--- src/rtl/imem_load_ctrl.sv ---
// Instruction RAM port sequencer: passes CPU fetch addresses through in run mode,
// and in load mode packs a byte stream into 24-bit words written from index 0.
module imem_load_ctrl #(
  parameter int DEPTH = 128,
  parameter int WORD  = 24,
  localparam int AW   = $clog2(DEPTH)
) (
  input  logic            clk,
  input  logic            reset,
  input  logic            load_start,
  input  logic [7:0]      load_len,
  input  logic [7:0]      rx_data,
  input  logic            rx_valid,
  output logic            rx_ready,
  input  logic [23:0]     cpu_addr,
  output logic [AW-1:0]   mem_addr,
  output logic [WORD-1:0] mem_wdata,
  output logic            mem_we,
  output logic            cpu_hold,
  output logic            cpu_restart,
  output logic            load_busy,
  output logic            load_done,
  output logic [7:0]      words_loaded
);

  typedef enum logic [2:0] {RUN, B0, B1, B2, WR, DONE} state_t;

  localparam logic [7:0] DEPTH_L = 8'(DEPTH);

  state_t          state_q, state_d;
  logic [AW-1:0]   idx_q;
  logic [7:0]      cnt_q;
  logic [7:0]      len_q;
  logic [WORD-1:0] word_q;

  // NOTE: state registers use non-blocking assignments so every flop samples
  // pre-edge values; reset clears the partial word so an aborted load leaves nothing behind.
  always_ff @(posedge clk) begin
    if (reset) begin
      state_q <= RUN;
      idx_q   <= '0;
      cnt_q   <= '0;
      len_q   <= '0;
      word_q  <= '0;
    end else begin
      state_q <= state_d;
      case (state_q)
        RUN: begin
          if (load_start && load_len != 8'd0) begin
            len_q <= (load_len > DEPTH_L) ? DEPTH_L : load_len;
            idx_q <= '0;
            cnt_q <= '0;
          end
        end
        B0: if (rx_valid) word_q[WORD-1 -: 8] <= rx_data;
        B1: if (rx_valid) word_q[WORD-9 -: 8] <= rx_data;
        B2: if (rx_valid) word_q[7:0]         <= rx_data;
        WR: begin
          idx_q <= idx_q + 1'b1;
          cnt_q <= cnt_q + 8'd1;
        end
        default: ;
      endcase
    end
  end

  // NOTE: every output and state_d gets a default first so no path infers a latch.
  always_comb begin
    state_d     = state_q;
    mem_addr    = cpu_addr[AW+1:2];
    mem_we      = 1'b0;
    rx_ready    = 1'b0;
    cpu_hold    = 1'b0;
    cpu_restart = 1'b0;
    load_busy   = 1'b0;
    load_done   = 1'b0;
    case (state_q)
      RUN: begin
        if (load_start) state_d = (load_len == 8'd0) ? DONE : B0;
      end
      B0, B1, B2: begin
        rx_ready  = 1'b1;
        cpu_hold  = 1'b1;
        load_busy = 1'b1;
        if (rx_valid) begin
          case (state_q)
            B0:      state_d = B1;
            B1:      state_d = B2;
            default: state_d = WR;
          endcase
        end
      end
      WR: begin
        mem_addr  = idx_q;
        mem_we    = 1'b1;
        cpu_hold  = 1'b1;
        load_busy = 1'b1;
        state_d   = (cnt_q + 8'd1 == len_q) ? DONE : B0;
      end
      DONE: begin
        cpu_hold    = 1'b1;
        load_busy   = 1'b1;
        load_done   = 1'b1;
        cpu_restart = 1'b1;
        state_d     = RUN;
      end
      default: state_d = RUN;
    endcase
  end

  assign mem_wdata    = word_q;
  assign words_loaded = cnt_q;

endmodule
--- config.mk ---
export PLATFORM = sky130hd
export DESIGN_NAME = imem_load_ctrl
export DESIGN_NICKNAME = d
export VERILOG_FILES = /design/src/rtl/imem_load_ctrl.sv
export SDC_FILE = /design/constraint.sdc
export NUM_CORES = 1
export LEC_CHECK = 0
export ABC_AREA = 1
export CAP_MARGIN = 0
export CORE_MARGIN = 2
export CORE_UTILIZATION = 45
export CTS_BUF_LIST = sky130_fd_sc_hd__clkbuf_16
export CTS_CLUSTER_SIZE = 10
export DETAILED_ROUTE_END_ITERATION = 16
export PLACE_DENSITY_LB_ADDON = 0.3
export REMOVE_ABC_BUFFERS = 1
export SYNTH_ARGS = -nofsm -noshare
export SYNTH_HDL_FRONTEND = slang
export SYNTH_SLANG_ARGS = --single-unit
--- constraint.sdc ---
create_clock -name clk -period 1.7 [get_ports clk]
set_input_delay 0.34 -clock clk [delete_from_list [all_inputs] [get_ports clk]]
set_output_delay 0.34 -clock clk [all_outputs]
set_load 0.02 [all_outputs]
Yosys cells after proc, flatten, opt, wreduce, memory -nomap -nowiden
Index checks and enable logic that the tools add are counted.
Widths: inputs -> output; s select.
Storage, ports and cells
  register bits: 50
  word-level logic and storage cells: 48
Operators by class
  add/subtract/negate cells: 2
  order comparisons: 1
  equal/unequal tests: 9
  mux-type cells: 16
  reductions and logical operators: 13
Operator list (number)
  $mux 8: 2
  $pmux 8 s2: 1
  $mux 7: 2
  $pmux 7 s2: 1
  $mux 3: 4
  $reduce_and 2->1: 6
  $pmux 3 s3: 1
  $add 8x1->8 const B: 1
  $eq 8x8->1: 1
  $gt 8x8->1 const B: 1
  $logic_not 8->1: 1
  $reduce_bool 8->1: 1
  $add 7x1->7 const B: 1
  $eq 3x2->1 const B: 2
  $eq 3x3->1 const B: 2
  $ne 2x2->1 const B: 3
  $pmux 3 s2: 1
  $reduce_or 5->1: 1
  $mux 1: 4
  $eq 3x1->1 const B: 1
  $logic_not 3->1: 1
  $reduce_or 3->1: 1
  $reduce_bool 2->1: 1
  $logic_and 1x1->1: 1

Longest topological paths before layout
  depth in word-level cells: 4
  mapped depth: 10

Least setup slack after synthesis
Ideal clock, no wire load.
  path type: register -> output
  start point: reg state_q[2]
  end point: out mem_addr[3]
  arrival time: 1.432 ns
  data required time: 1.360 ns
  setup slack: -0.072 ns
  stages on the path, launching flop included: 7
  buffers on the path: 2
  cell sequence: dfxtp_1 > buf_4 > nand2_4 > nor2_4 > inv_2 > buf_2 > o21ai_0
Between the ends
  cells in the longest elaborated chain, start to end: 2
Ends and longest elaborated chain
  from (decl): RTL line 30  | state_t state_q, state_d;
  from (signal assigned): RTL line 46  | state_q <= state_d;
  $eq 3x3->1: RTL line 77  | case (state_q)
  $mux 7: RTL line 77
  to (decl): RTL line 16  | output logic [AW-1:0] mem_addr,
Every way passes these cells.

Worst setup path after layout
  start point: reg state_q[1]
  end point: out mem_addr[5]
The elaborated chain is that of the path after synthesis.

==> out/metrics.cfg <==
[cells_and_area]
layout-drive-gt1-share_pct = 18.7
post-route-util_pct = 66.7
diodes = 0
finalNetCount = 495
area_growth_syn_to_layout_pct = 45.3
final_area_um2 = 3600

[synth]
async_reset_ff_share_pct = 0
synthDistinctLibCells = 29
synthTopCellsByArea = dfxtp_1 40%, nand3_1 12%, nand2_1 9.4%, nor2_1 7.9%, a21oi_1 6.9%
syn_area_um2 = 2480
post-synth-top-area-fraction_pct = 40.3
synth_seq_cells = 50
ys.flop_type = dfxtp_1
synth_commonest_cells = 62 x nand2_1, 58 x nand3_1, 52 x nor2_1
synth_top_area_cell = dfxtp_1
syn_avg_cell_area_um2 = 6.97
synth_cells = 356
synth_edf_count = 0
seq_area_frac_synth_pct = 40.3
yosysMostFrequentCell = nand2_1
ys.warnings.count = 0

[place]
place_congestion = 0.878
dp_hpwl_um = 4670
portBuffers = 71
placed_cell_area_um2 = 3410

[grt]
grt_pass1_vias = 2429
grt_max_degree = 31
overflow = 0
grt_pass1_wl_um = 10700
grt_antenna_before_repair = 0
gr-usage-all-layers_pct = 21.4

[die]
start_util_pct = 45.9
die_h_um = 78.3
core_area_um2 = 5410
core.rowCount = 27
die_w_um = 78.3
dieArea_um2 = 6120
io_pins = 89

[sta]
finalSetupTns_ps = 0
hold_viol = 0
fmax_mhz = 597
setup-violations-final = 0
tightest_slew_ps = 598
final_max_slew_viol_count = 0
fin_crit_ps = 1680
slew_headroom_pct = 60.1
finalClockSkew_ps = 5.47
post-route-period-util_pct = 98.6
rsz0062_at_grt = yes

[critical_path]
critPathKind = reg -> out
end_kind = output port
cp_data_arrival_time_ps = 1340
rr_worst_depth = 11
required_ps = 1360
crit_fanout = 15
start_kind = flop

[route]
avgRoutedWirePerCell_um = 12.4
drt-initial-drc-count = 100
ant_nets = 0
drt_wl_total_um = 6460
first_pass_iters = 4
drcViolationCount = 0
drt-vias-per-instance = 5.07
vias = 2648

[cts]
cts_made_buffers = 5
clkLatencyLatePin_ps = 290
path_clk_slew_ps = 60
clock_sinks = 50
cts_buffer_depth = 2
h-tree-depth = 2
cts-hold-fix-buffers = 0
clockRootBuffer = clkbuf_16
tritoncts = yes

[power_and_ir_drop]
p_leak_nw = 1.49
irDropWorstVdd_uv = 860
power.density_nw_per_um2 = 1150

[worst_hold_path]
hold_depth = 2
hold_class = reg -> reg

[job]
maxCapViolations = 0

[run_status]
status = finished, final reports clean

## cells in the final DEF, fill, tap and decap left out, types with 5 or more instances in the layout
cell and n:
nand2_1 62, nand3_1 56, clkdlybuf4s50_1 51, nor2_1 48, dfxtp_1 47, a21oi_1 34, buf_4 32, inv_1 26
o21ai_0 23, nor2_2 8, clkbuf_16 5, dlymetal6s2s_1 5
## worst max-delay path: stages, from the launching register on
cell	delay, ps
dfxtp_2	330
inv_4	60
nand2_4	50
nor2_4	170
inv_4	100
o21ai_0	150
buf_2	180
## where the power goes
| part | internal [W] | switching (W) |
|---|---|---|
| Clock | 0.000694 | 0.000442 |
| Sequential | 0.00133 | 0.0000911 |
| Combinational | 0.000687 | 0.000885 |
## area by class of cell
| cell class | instances | area [µm²] |
|---|---|---|
| Fill cell | 489 | 1800 |
| Tap cell | 72 | 90.1 |
| Multi-Input combinational cell | 258 | 1290 |
| Clock buffer | 5 | 125 |
| Sequential cell | 50 | 1000 |
| Clock inverter | 3 | 45.0 |
| Timing Repair Buffer | 100 | 918 |
| Inverter | 34 | 135 |
## registers in the layout, indices dropped and copies added (netlist names)
| register | count |
|---|---|
| idx_q | 7 |
| len_q | 8 |
| mem_wdata | 24 |
| words_loaded | 8 |
| state_q | 3 |
## layer usage
metal / track usage [%] / wire [µm]
met1: 25.3 / 2710
met2: 37.8 / 3160
met3: 6.78 / 501
met4: 5.26 / 94
met5: 0 / 0
## metrics by stage
step,std cells,setup WS [ps],hold slack (ps),power [W]
3_3_place_gp,511,-171,447,0.00300
6_report,522,24.2,463,0.00413
2_1_floorplan,342,-379,409,0.00227
3_5_place_dp,511,-198,454,0.00303
4_1_cts,521,-1.26,465,0.00412
5_1_grt,522,-34.6,482,0.00436
## logic make-up after synthesis
family,share of synthesized area [%]
AO/OA/AOI/OAI,15.4
adder cells (fa/ha/maj),1.01
AND/OR/NAND/NOR,33.8
buffers and inverters,8.72
XOR/XNOR,0.706
flip-flops,40.3
## worst paths after layout
path                              from                   endpoint  slack [ps]
max            state_q[1]$_SDFFE_PP0P_                mem_addr[5]          20
min reg2reg  mem_wdata[4]$_SDFFE_PP0P_  mem_wdata[4]$_SDFFE_PP0P_         460
min          mem_wdata[4]$_SDFFE_PP0P_  mem_wdata[4]$_SDFFE_PP0P_         460
max reg2reg    state_q[1]$_SDFFE_PP0P_    state_q[2]$_SDFFE_PP0P_         110
## repair_timing
item	4_1_cts	5_1_grt
pin swaps	0	5
resized for setup	53	27
buffers inserted	2	1
endpoints found under the setup margin	15	18
cloned	0	0
No activity file was read; power rests on OpenSTA's default activity.
